## src/rtl/sram_ctrl_pkg.sv

```systemverilog
// Shared definitions for the SRAM word-bus controller: FSM states and phase-counter sizing.
package sram_ctrl_pkg;

  typedef enum logic [1:0] {
    IDLE,
    LO,
    HI,
    ACK
  } state_t;

  localparam int unsigned CNT_W    = 4;
  localparam int unsigned WAIT_MIN = 1;
  localparam int unsigned WAIT_MAX = 15;

endpackage

```

## src/rtl/sram_phase_timer.sv

```systemverilog
// Phase counter for one SRAM half-access: counts 0..WAIT_CYCLES while run is high,
// flags the last cycle and whether the write strobe stays low in the following cycle.
module sram_phase_timer
  import sram_ctrl_pkg::*;
#(
  parameter int unsigned WAIT_CYCLES = 2
) (
  input  logic clk,
  input  logic rst,
  input  logic run,
  output logic last,
  output logic we_next
);

  localparam logic [CNT_W-1:0] CNT_LAST = CNT_W'(WAIT_CYCLES);
  localparam logic [CNT_W-1:0] WE_END   = CNT_W'(WAIT_CYCLES - 1);

  logic [CNT_W-1:0] cnt;

  always_ff @(posedge clk) begin
    if (rst || !run || last) cnt <= '0;
    else                     cnt <= cnt + CNT_W'(1);
  end

  assign last = (cnt == CNT_LAST);
  // we_n is a registered output, so the window test looks one count ahead
  assign we_next = (cnt < WE_END);

endmodule

```

## src/rtl/sram_ctrl.sv

```systemverilog
// Word-bus slave serving 32-bit accesses from a 16-bit async SRAM as two wait-stated halfword phases.
// Optional one-entry read buffer enabled by defining SRAM_RDBUF_EN.
module sram_ctrl
  import sram_ctrl_pkg::*;
#(
  parameter int unsigned SA_W        = 20,
  parameter int unsigned WAIT_CYCLES = 2
) (
  input  logic            clk,
  input  logic            rst,
  input  logic            stb,
  input  logic            we,
  input  logic [21:0]     addr,
  input  logic [31:0]     data_in,
  output logic [31:0]     data_out,
  output logic            ack,
  output logic [SA_W-1:0] sram_addr,
  input  logic [15:0]     sram_dq_i,
  output logic [15:0]     sram_dq_o,
  output logic            sram_dq_oe,
  output logic            sram_ce_n,
  output logic            sram_oe_n,
  output logic            sram_we_n,
  output logic            sram_ub_n,
  output logic            sram_lb_n
);

  localparam int unsigned WA_W = SA_W - 1;

  if (WAIT_CYCLES < WAIT_MIN || WAIT_CYCLES > WAIT_MAX) begin : g_wait_range
    $error("sram_ctrl: WAIT_CYCLES must be within 1..15");
  end

  state_t          state;
  logic            req_we;
  logic [WA_W-1:0] req_word;
  logic [31:0]     req_data;
  logic            last;
  logic            we_next;
  logic            run;
  logic            lookup_hit;
  logic            unused_addr;

  assign unused_addr = ^addr[21:WA_W];

`ifdef SRAM_RDBUF_EN
  logic            buf_valid;
  logic [WA_W-1:0] buf_tag;
  logic [31:0]     buf_data;
  logic            hit_q;

  assign lookup_hit = !we && buf_valid && (buf_tag == addr[WA_W-1:0]);
  assign run        = ((state == LO) || (state == HI)) && !hit_q;

  always_ff @(posedge clk) begin
    if (rst) begin
      buf_valid <= 1'b0;
      buf_tag   <= '0;
      buf_data  <= '0;
    end else if (state == HI && last) begin
      if (!req_we) begin
        buf_valid <= 1'b1;
        buf_tag   <= req_word;
        buf_data  <= {sram_dq_i, data_out[15:0]};
      end else if (buf_valid && buf_tag == req_word) begin
        buf_data  <= req_data;
      end
    end
  end
`else
  assign lookup_hit = 1'b0;
  assign run        = (state == LO) || (state == HI);
`endif

  sram_phase_timer #(
    .WAIT_CYCLES(WAIT_CYCLES)
  ) u_timer (
    .clk    (clk),
    .rst    (rst),
    .run    (run),
    .last   (last),
    .we_next(we_next)
  );

  always_ff @(posedge clk) begin
    if (rst) begin
      state      <= IDLE;
      ack        <= 1'b0;
      data_out   <= '0;
      sram_addr  <= '0;
      sram_dq_o  <= '0;
      sram_dq_oe <= 1'b0;
      sram_ce_n  <= 1'b1;
      sram_oe_n  <= 1'b1;
      sram_we_n  <= 1'b1;
      sram_ub_n  <= 1'b1;
      sram_lb_n  <= 1'b1;
      req_we     <= 1'b0;
      req_word   <= '0;
      req_data   <= '0;
`ifdef SRAM_RDBUF_EN
      hit_q      <= 1'b0;
`endif
    end else begin
      case (state)
        IDLE: begin
          ack <= 1'b0;
          if (stb) begin
            req_we   <= we;
            req_word <= addr[WA_W-1:0];
            req_data <= data_in;
            state    <= LO;
`ifdef SRAM_RDBUF_EN
            hit_q    <= lookup_hit;
`endif
            if (!lookup_hit) begin
              sram_addr <= {addr[WA_W-1:0], 1'b0};
              sram_ce_n <= 1'b0;
              sram_ub_n <= 1'b0;
              sram_lb_n <= 1'b0;
              if (we) begin
                sram_dq_oe <= 1'b1;
                sram_dq_o  <= data_in[15:0];
                sram_we_n  <= 1'b0;
              end else begin
                sram_oe_n  <= 1'b0;
              end
            end
          end
        end
        LO: begin
`ifdef SRAM_RDBUF_EN
          // A buffer hit spends one lookup cycle here with the SRAM left idle
          if (hit_q) begin
            hit_q    <= 1'b0;
            data_out <= buf_data;
            ack      <= 1'b1;
            state    <= ACK;
          end else
`endif
          if (last) begin
            if (!req_we) data_out[15:0] <= sram_dq_i;
            sram_addr <= {req_word, 1'b1};
            if (req_we) begin
              sram_dq_o <= req_data[31:16];
              sram_we_n <= 1'b0;
            end
            state <= HI;
          end else if (req_we) begin
            sram_we_n <= !we_next;
          end
        end
        HI: begin
          if (last) begin
            if (!req_we) data_out[31:16] <= sram_dq_i;
            sram_ce_n  <= 1'b1;
            sram_oe_n  <= 1'b1;
            sram_we_n  <= 1'b1;
            sram_ub_n  <= 1'b1;
            sram_lb_n  <= 1'b1;
            sram_dq_oe <= 1'b0;
            ack        <= 1'b1;
            state      <= ACK;
          end else if (req_we) begin
            sram_we_n <= !we_next;
          end
        end
        ACK: begin
          ack   <= 1'b0;
          state <= IDLE;
        end
        default: state <= IDLE;
      endcase
    end
  end

endmodule
```

## config.mk

```make
export PLATFORM = sky130hd
export DESIGN_NAME = sram_ctrl
export DESIGN_NICKNAME = d
export VERILOG_FILES = /design/src/rtl/sram_ctrl_pkg.sv /design/src/rtl/sram_phase_timer.sv /design/src/rtl/sram_ctrl.sv
export SDC_FILE = /design/constraint.sdc
export NUM_CORES = 1
export LEC_CHECK = 0
export ABC_AREA = 1
export BUFFER_PORTS_ARGS = -buffer_cell sky130_fd_sc_hd__buf_2
export CAP_MARGIN = 15
export CORE_ASPECT_RATIO = 1.1
export CORE_UTILIZATION = 40
export CTS_CLUSTER_SIZE = 28
export DETAILED_ROUTE_END_ITERATION = 8
export HOLD_SLACK_MARGIN = 0.03
export PLACE_DENSITY = 0.69
export SYNTH_ARGS = -nofsm -noshare
export SYNTH_HDL_FRONTEND = slang
export SYNTH_HIERARCHICAL = 1
export SYNTH_SLANG_ARGS = --single-unit
```

## constraint.sdc

```tcl
create_clock -name clk -period 1.6 [get_ports clk]
set_input_delay 0.24 -clock clk [delete_from_list [all_inputs] [get_ports clk]]
set_output_delay 0.24 -clock clk [all_outputs]
set_load 0.05 [all_outputs]
```

# Word level (Yosys, flattened, before mapping)
# Index checks and enable logic that the tools add are counted.
[op_classes]
order_cmp = 1
eq_ne = 11
n_mux = 30
add_sub_neg = 1
n_bitwise = 1
n_reduce_logical = 22
[op_table]
columns = ["cell", "count"]
rows = [
  ["$mux 16", 4],
  ["$mux 20", 2],
  ["$pmux 20 s2", 1],
  ["$pmux 16 s2", 1],
  ["$reduce_and 3->1", 5],
  ["$mux 1", 13],
  ["$reduce_and 4->1", 3],
  ["$ne 2x2->1 const B", 4],
  ["$pmux 1 s2", 4],
  ["$pmux 2 s4", 1],
  ["$mux 2", 3],
  ["$reduce_bool 2->1", 3],
  ["$reduce_and 5->1", 1],
  ["$add 4x1->4 const B", 1],
  ["$eq 2x2->1 const B", 2],
  ["$eq 4x2->1 const B", 1],
  ["$lt 4x1->1 const B", 1],
  ["$ne 2x1->1 const B", 2],
  ["$reduce_and 2->1", 2],
  ["$logic_or 1x1->1", 3],
  ["$ne 3x3->1 const B", 1],
  ["$pmux 1 s3", 1],
  ["$reduce_bool 3->1", 1],
  ["$eq 2x1->1 const B", 1],
  ["other kinds (4)", 5],
]
[totals]
input_bits = 74
reg_bits = 131
out_inout_bits = 75

# Longest topological paths before layout
# Gate-level depths: netlist of the first run.
[depth]
depth_word = 5
depth_mapped = 12
ltp_nobuf = 11

# Cells and area by module
# Netlist of the first run, hierarchy kept.
[modules_own_cells]
columns = ["mod", "area_each_um2", "seq_area_each_um2", "cells_per_inst", "instances"]
rows = [
  ["sram_ctrl", 4603.2, 2222.1, 639, 1],
  ["sram_phase_timer", 210.2, 80.1, 27, 1],
]

# Worst setup path before layout of the first run
# No wires, ideal clock.
[synth_path]
kind = "register -> register"
startpoint = "reg u_timer.cnt[0]"
endpoint = "reg sram_dq_o[10]"
t_arrival_ns = 1.486
stages_incl_launch_ff = 13
path_slack_ns = 0.000
period_less_slack_ns = 1.600
t_required_ns = 1.486
path_cell_list = "dfxtp_1 -> inv_1 -> ha_1 -> nand2_1 -> inv_1 -> inv_2 -> nand2_1 -> nand2_1 -> nor2_4 -> buf_4 -> nand3_1 -> nand2_1 -> nor2_1"
[synth_via]
elab_chain_cells = 3
[synth_lines]
columns = ["element", "line", "source"]
rows = [
  ["start, declared", "sram_phase_timer.sv:18", "logic [CNT_W-1:0] cnt;"],
  ["start signal, assigned", "sram_phase_timer.sv:22", "else cnt <= cnt + CNT_W'(1);"],
  ["$eq 4x2->1", "sram_phase_timer.sv:25", "assign last = (cnt == CNT_LAST);"],
  ["via last", "sram_ctrl.sv:38", "logic last;"],
  ["$ne 2x1->1 (no source line)", "-", ""],
  ["$reduce_and 5->1 (no source line)", "-", ""],
  ["end signal, assigned", "sram_ctrl.sv:123", "sram_dq_o <= data_in[15:0];"],
  ["end signal, assigned", "sram_ctrl.sv:145", "sram_dq_o <= req_data[31:16];"],
  ["end, declared", "sram_ctrl.sv:19", "output logic [15:0] sram_dq_o,"],
]
# The timed path passes the listed nets, and every way through them passes these cells.
# A chain may end at the register's enable or synchronous reset.

# Final worst setup path of the first run
[layout_path]
startpoint = "reg u_timer.cnt[2]"
endpoint = "reg sram_dq_o[14]"
# Same word-level chain as after synthesis.

==> results of run 1 <==
[cell usage after synthesis (all sizes together)]
library cell / n
a21oi: 59
and2: 16
buf: 23
clkbuf: 17
clkinv: 1
dfxtp: 115
ha: 7
inv: 57
nand2: 138
nand3: 25
nand4: 2
nor2: 113
nor3b: 1
o211ai: 1
o21ai: 90
xnor2: 1
[timing repair]
action,4_1_cts,5_1_grt
endpoints found under the setup margin,41,55
setup buffers,2,7
resized for setup,10,20
pin swaps,3,3
cloned,1,1
[worst reg2reg max path, stage by stage (launching register included)]
cell	delay, ps
dfxtp_1	320
nor2_1	200
nand2_4	80
inv_4	80
inv_2	50
nand2_4	70
nand2_4	60
nor2_4	160
buf_12	130
clkbuf_16	130
nand3_1	60
nand2_1	70
nor2_1	30
[through the flow]
stage	util	setup TNS, ps	power, W
global route	0.5701	-180.2	0.01453
floorplan	-	0	0.007960
CTS	0.5587	-5.299	0.01348
finish	0.5701	0	0.01363
detailed placement	0.5018	-379.7	0.009366
global placement	0.5018	0	0.009305
[where the power goes]
group	switching, W	internal, W
clock	0.00124	0.00243
sequential	0.000320	0.00353
combinational	0.00394	0.00217
total	0.00550	0.00813
[registers in the layout (all words and copies together) (netlist names), 2 cells and up]
signal	count
u_timer/cnt	4
state	2
data_out	32
sram_addr	20
req_data	16
sram_dq_o	16
req_word	19
[area by class of cell]
class | count | area, sq um
Sequential cell | 115 | 2305
Multi-Input combinational cell | 453 | 2161
Fill cell | 1144 | 4984
Tap cell | 150 | 187.7
Inverter | 58 | 226.5
Clock buffer | 25 | 495.5
Timing Repair Buffer | 184 | 1160
Clock inverter | 5 | 75.07
[per-layer routing]
layer / routed length [microns] / vias to the layer above
li1: - / 2435
met1: 5561 / 2037
met2: 5665 / 121
met3: 629 / 13
met4: 129 / 0
met5: 0 / -
[path summary, 6_finish.rpt]
| kind | cells past startpoint | to | slack (ps) |
|---|---|---|---|
| min | 3 | data_out[27] | 70 |
| min reg2reg | 2 | data_out[6] | 440 |
| max reg2reg | 12 | sram_dq_o[14] | 70 |
| max | 12 | sram_dq_o[14] | 70 |
[logic make-up (layout without fill, tap and decap cells)]
family | count (synthesis) | in the layout
AO/OA/AOI/OAI | 150 | 150
XOR/XNOR | 1 | 1
adder cells (fa/ha/maj) | 7 | 7
buffers and inverters | 98 | 272
flip-flops | 115 | 115
AND/OR/NAND/NOR | 295 | 295
==> results.md, run 1 <==
- Worst-Margin Slew: 322.0 ps
- Net Count, Synth: 747
- Initial antenna violation count: 0
- Clock root buffer master: clkbuf_16
- Share of cells above drive strength 1: 0.2881
- Data arrival, critical path: 1830 ps
- Final hold violations: 0
- GRT met2 Usage: 0.3312
- Shortest period the worst path allows: 1534 ps
- H-tree Lvls: 4
- Post-synthesis compound-gate area fraction: 0.1565
- PwrDens: 2061 mW/mm^2
- Worst hold path class: primary input to flop
- Tot GR Track Use: 0.1965
- I/O Buffers: 145
- Post-place setup slack: -27.78 ps
- Most common library cell in the layout ignoring fill and taps: buf_2
- Hold Path Origin: sram_dq_i[11]
- Worst-path fanout max: 4
- Ratio of final minimum period to clock period: 0.9585
- Top Family by Delay on Critical Path: simple AND/OR/NAND/NOR gates
- CP startpoint kind: flop
- Mux cell area share after synthesis: 0
- Adder and majority cell fraction of the synthesized area: 0.01820
- Worst skew pair latency: 410 ps
- Max IR drop VDD: 947.3 uV
- Congestion Overflow GR: 0
- Yosys top cell by area: dfxtp_1
- Cells after synthesis: 666
- Status: finished, final reports clean
- Simple-gate portion of the synthesized area: 0.2560
- Slew HR: 0.7849
- TritonRoute pass-1 iters: 5
- Slowest cell on crit path: dfxtp_1
- Design Area, Final: 0.006610 sq mm
- Fin nets: 910
- CTS Sinks: 115
- WL/cell: 12.11 microns
- Worst setup EP type: flop
- DR iter-0 viols: 252
- Worst path cell trace: nor2_1 > nand2_4 > inv_4 > inv_2 > nand2_4 > nand2_4 > nor2_4 > buf_12 > clkbuf_16 > nand3_1 > nand2_1 > nor2_1
- Synth warn: 6
- Most frequent cells in the layout: buf_2 (145), nand2_1 (131), dfxtp_1 (113), nor2_1 (108), o21ai_0 (87)
- Reg2reg start: u_timer/cnt[2]
- Vias per cell: 4.653
- Clock buffer depth: 2
- Mapped Avg Cell Area: 7.227 sq um
- Worst hold slack: 73.33 ps
- Die area: 0.01248 sq mm
- Pin count of the biggest net entering global routing: 50
- Vias post-DR: 4606
- Routability Congestion: 0.7641
- DRC viols: 0
- Most Crowded Layer GR: met2
- CORE AREA: 0.01159 sq mm
- Top-level port count: 149
- Routed Antenna Nets: 0
- Final WL: 11990 microns
- Starting Density: 0.4152
- Met1 Usage GRT: 0.2392
- Worst setup path start: u_timer/cnt[2]
- Die W: 106.6 microns
- CP Class: flop to flop
- CP Buf/Inv Count: 4
- Post-synth top area share: 0.4783
- Max_cap viols: 0
- Final-report max-slew violation count: 0
- Xor and xnor area share after synthesis: 0.001820
- Hpwl dp: 8029 microns
- CP peak stage delay: 320 ps
- Mapped cell area: 0.004813 sq mm
- CTS clock-pin slew for the worst setup and hold paths: 50 ps
- Critical path's most frequent cell: nand2_4
- First-pass GRT wire length: 19220 microns
- TritonCTS buffer count: 17
- Worst Skew: 8.817 ps
- # hold bufs at CTS: 0
- Worst endpoint required time: 1900 ps
- Sequential area share after synthesis: 0.4783
- DP Area: 0.005818 sq mm
- Placed insts: 951
- Non-Filler Instances: 990
- Met3 Use GR: 0.05925
- Die Height: 117.1 microns
- Netlist cell types: 27
- CTS tree: built
- PnR worst setup slack: 66.38 ps
- Largest family of logic cells by synthesized area: simple AND/OR/NAND/NOR gates
- Synth-to-Final Area Change: 37.33%
- #FFs+latches synth: 115
- Max Clk Rate: 652.1 MHz
- Final setup violation count: 0
- Site Rows: 41
- Number of diodes: 0
- Leading post-synthesis cells by cell area: dfxtp_1 (48%), nand2_1 (11%), o21ai_0 (9.0%)
- Leakage: 3.141 nW
- Number of global-route vias before repair: 4059
Power figures use the tool's default switching activity.
==> inputs of run 2 (changes only) <==
--- a/config.mk
+++ b/config.mk
@@ -13,7 +13,7 @@
 export CTS_CLUSTER_SIZE = 28
 export DETAILED_ROUTE_END_ITERATION = 8
 export HOLD_SLACK_MARGIN = 0.03
-export PLACE_DENSITY = 0.69
+export PLACE_DENSITY = 0.67
 export SYNTH_ARGS = -nofsm -noshare
 export SYNTH_HDL_FRONTEND = slang
 export SYNTH_HIERARCHICAL = 1
==> results.md, run 2 (synthesis gave the netlist of run 1 again) <==
- Cell Int Power: 0.007995 W (-1.7%)
- Setup tns final: 0 ps (unchanged)
- Largest Register: data_out
- Slew HR: 0.7869 (+0.002071)
- Clock root buffer master: clkbuf_16
- CTS tree: built
- Clock buffer depth: 2 (unchanged)
- PwrDens: 2072 mW/mm^2 (+0.53%)
- Most frequent cells in the layout: buf_2 (145), nand2_1 (132), dfxtp_1 (112), nor2_1 (108), o21ai_0 (87)
- Die Height: 117.1 microns (unchanged)
- DRC viols: 0 (unchanged)
- Max Clk Rate: 651.8 MHz (about the same)
- Worst hold slack: 68.67 ps (-4.661 ps)
- TritonRoute pass-1 iters: 5 (unchanged)
- First-pass GRT wire length: 19930 microns (+3.7%)
- CP Class: flop to flop
- Final WL: 12420 microns (+3.6%)
- Worst endpoint required time: 1890 ps (about the same)
- Worst-path fanout max: 7 (+3)
- Vias per cell: 4.760 (+2.3%)
- Worst skew pair latency: 410 ps (about the same)
- Non-Filler Instances: 983 (-0.71%)
- Starting Density: 0.4152 (unchanged)
- Slowest cell on crit path: dfxtp_2
- Number of global-route vias before repair: 4425 (+9.0%)
- Reg power frac: 0.284 (+0.002)
- Status: finished, final reports clean
- TritonCTS buffer count: 17 (unchanged)
- CORE AREA: 0.01159 sq mm (unchanged)
- CP peak stage delay: 320 ps (about the same)
- I/O Buffers: 145 (unchanged)
- RSZ-0062 raised after global routing: yes
- NetSw: 0.005601 W (+1.9%)
- Max_cap viols: 0 (unchanged)
- Data arrival, critical path: 1820 ps (about the same)
- Flip-flop count of the largest register after layout: 32 (unchanged)
- Leakage: 3.104 nW (-1.2%)
- Critical path's most frequent cell: inv_2
- Logic pwr share: 0.443 (-0.006)
- CTS clock-pin slew for the worst setup and hold paths: 50 ps (about the same)
- Vias post-DR: 4679 (+1.6%)
- Largest regs: data_out: 32 flops, sram_addr: 20 flops, req_word: 19 flops
- Worst path cell trace: inv_2 > ha_4 > nand2_2 > inv_2 > inv_2 > nand2_4 > nand2_4 > nor2_4 > buf_12 > clkbuf_16 > nand3_1 > nand2_1 > nor2_1
- Worst setup EP type: flop
- Final-report max-slew violation count: 0 (unchanged)
- Fillers: 1037 (-9.4%)
- Congestion Overflow GR: 0 (unchanged)
- Share of cells above drive strength 1: 0.2873 (-0.0008356)
- Top-level port count: 149 (unchanged)
- Final hold violations: 0 (unchanged)
- H-tree Lvls: 4 (unchanged)
- Most common library cell in the layout ignoring fill and taps: buf_2
- Worst-Margin Slew: 319.6 ps (-2.409 ps)
- Routed Antenna Nets: 0 (unchanged)
- Site Rows: 41 (unchanged)
- Initial antenna violation count: 1 (+1)
- Hpwl dp: 8094 microns (+0.80%)
- Worst Skew: 15.24 ps (+6.427 ps)
- Final setup violation count: 0 (unchanged)
- Fin nets: 901 (-0.99%)
- CP startpoint kind: flop
- DP Area: 0.005771 sq mm (-0.82%)
- Placed insts: 943 (-0.84%)
- Die area: 0.01248 sq mm (unchanged)
- Design Area, Final: 0.006560 sq mm (-0.76%)
- Max IR drop VDD: 1214 uV (+28%)
- Ratio of final minimum period to clock period: 0.9589 (about the same)
- DR iter-0 viols: 203 (-19%)
- Die W: 106.6 microns (unchanged)
- Tot GR Track Use: 0.2023 (+0.005796)
- Clk pwr share: 0.273 (+0.004)
- # hold bufs at CTS: 0 (unchanged)
- Synth-to-Final Area Change: 36.29%
- Shortest period the worst path allows: 1534 ps (+0.6069 ps)
- Util after Layout: 0.5658 (-0.004317)
- Worst hold path class: primary input to flop
- Pin count of the biggest net entering global routing: 49 (-2.0%)
- CTS Sinks: 115 (unchanged)
- WL/cell: 12.64 microns (+4.4%)
- Switch share: 0.4120 (+0.008706)
- Routability Congestion: 0.8313 (+8.8%)
run 2: cell count changes in the layout (fill, tap and decap cells not counted), sizes merged:
cell / previous run / this run
clkinv: 3 / 5
buf: 183 / 174
clkbuf: 26 / 23
clkinvlp: 1 / 3
diode: 0 / 1
run 2: per-stage QoR:
step | setup slack, ps | power (W)
global route | -13.67 | 0.01442
detailed placement | -81.62 | 0.009307
floorplan | 0.07183 | 0.007960
finish | 65.77 | 0.01360
global placement | -17.10 | 0.009197
CTS | 4.098 | 0.01350
run 2: path summary, 6_finish.rpt:
check        cells past startpoint             to      startpoint  slack, ps
max                             13  sram_dq_o[12]  u_timer/cnt[0]         70
min                              3   data_out[26]   sram_dq_i[10]         70
max reg2reg                     13  sram_dq_o[12]  u_timer/cnt[0]         70
min reg2reg                      2   data_out[14]    data_out[14]        440
run 2: what timing repair did:
| action | in CTS | in global routing |
|---|---|---|
| setup endpoints to repair | 39 | 53 |
| gates cloned | 1 | 1 |
| pin swaps | 2 | 3 |
| resized for setup | 8 | 21 |
| setup buffers | 6 | 1 |
| hold endpoints to repair | 0 | 0 |
run 2: cell type report:
cell class,count,area [sq um],share of cell area
clock inverters,9,103.9,0.01583
well taps,150,187.7,0.02861
flip-flops and latches,115,2306,0.3515
repair buffers,175,1089,0.1659
inverters,58,226.5,0.03452
clock buffers,22,484.2,0.07381
diodes,1,2.502,0.0003815
multi-input cells,453,2161,0.3294
run 2: critical path, delay by kind of cell, from the launching register on:
family / cells / cell delay (ps)
fa+ha+maj: 1 / 130
buf+inv: 5 / 490
flops: 1 / 320
simple gates: 7 / 490
run 2: power groups by stage:
stage | clock, W | sequential [W] | combinational (W)
CTS | 0.00379 | 0.00384 | 0.00587
global placement | 0 | 0.00386 | 0.00533
global route | 0.00389 | 0.00393 | 0.00661
finish | 0.00371 | 0.00386 | 0.00603
floorplan | 0 | 0.00519 | 0.00277
detailed placement | 0 | 0.00389 | 0.00541
run 2: metal layers:
layer,global-route usage,share of wire,vias up,routed length (microns)
met3,0.05814,0.050,9,620
met1,0.2378,0.45,2126,5637
met2,0.3497,0.49,124,6066
li1,-,-,2420,-
met5,0,0,-,0
met4,0.07945,0.0080,0,99
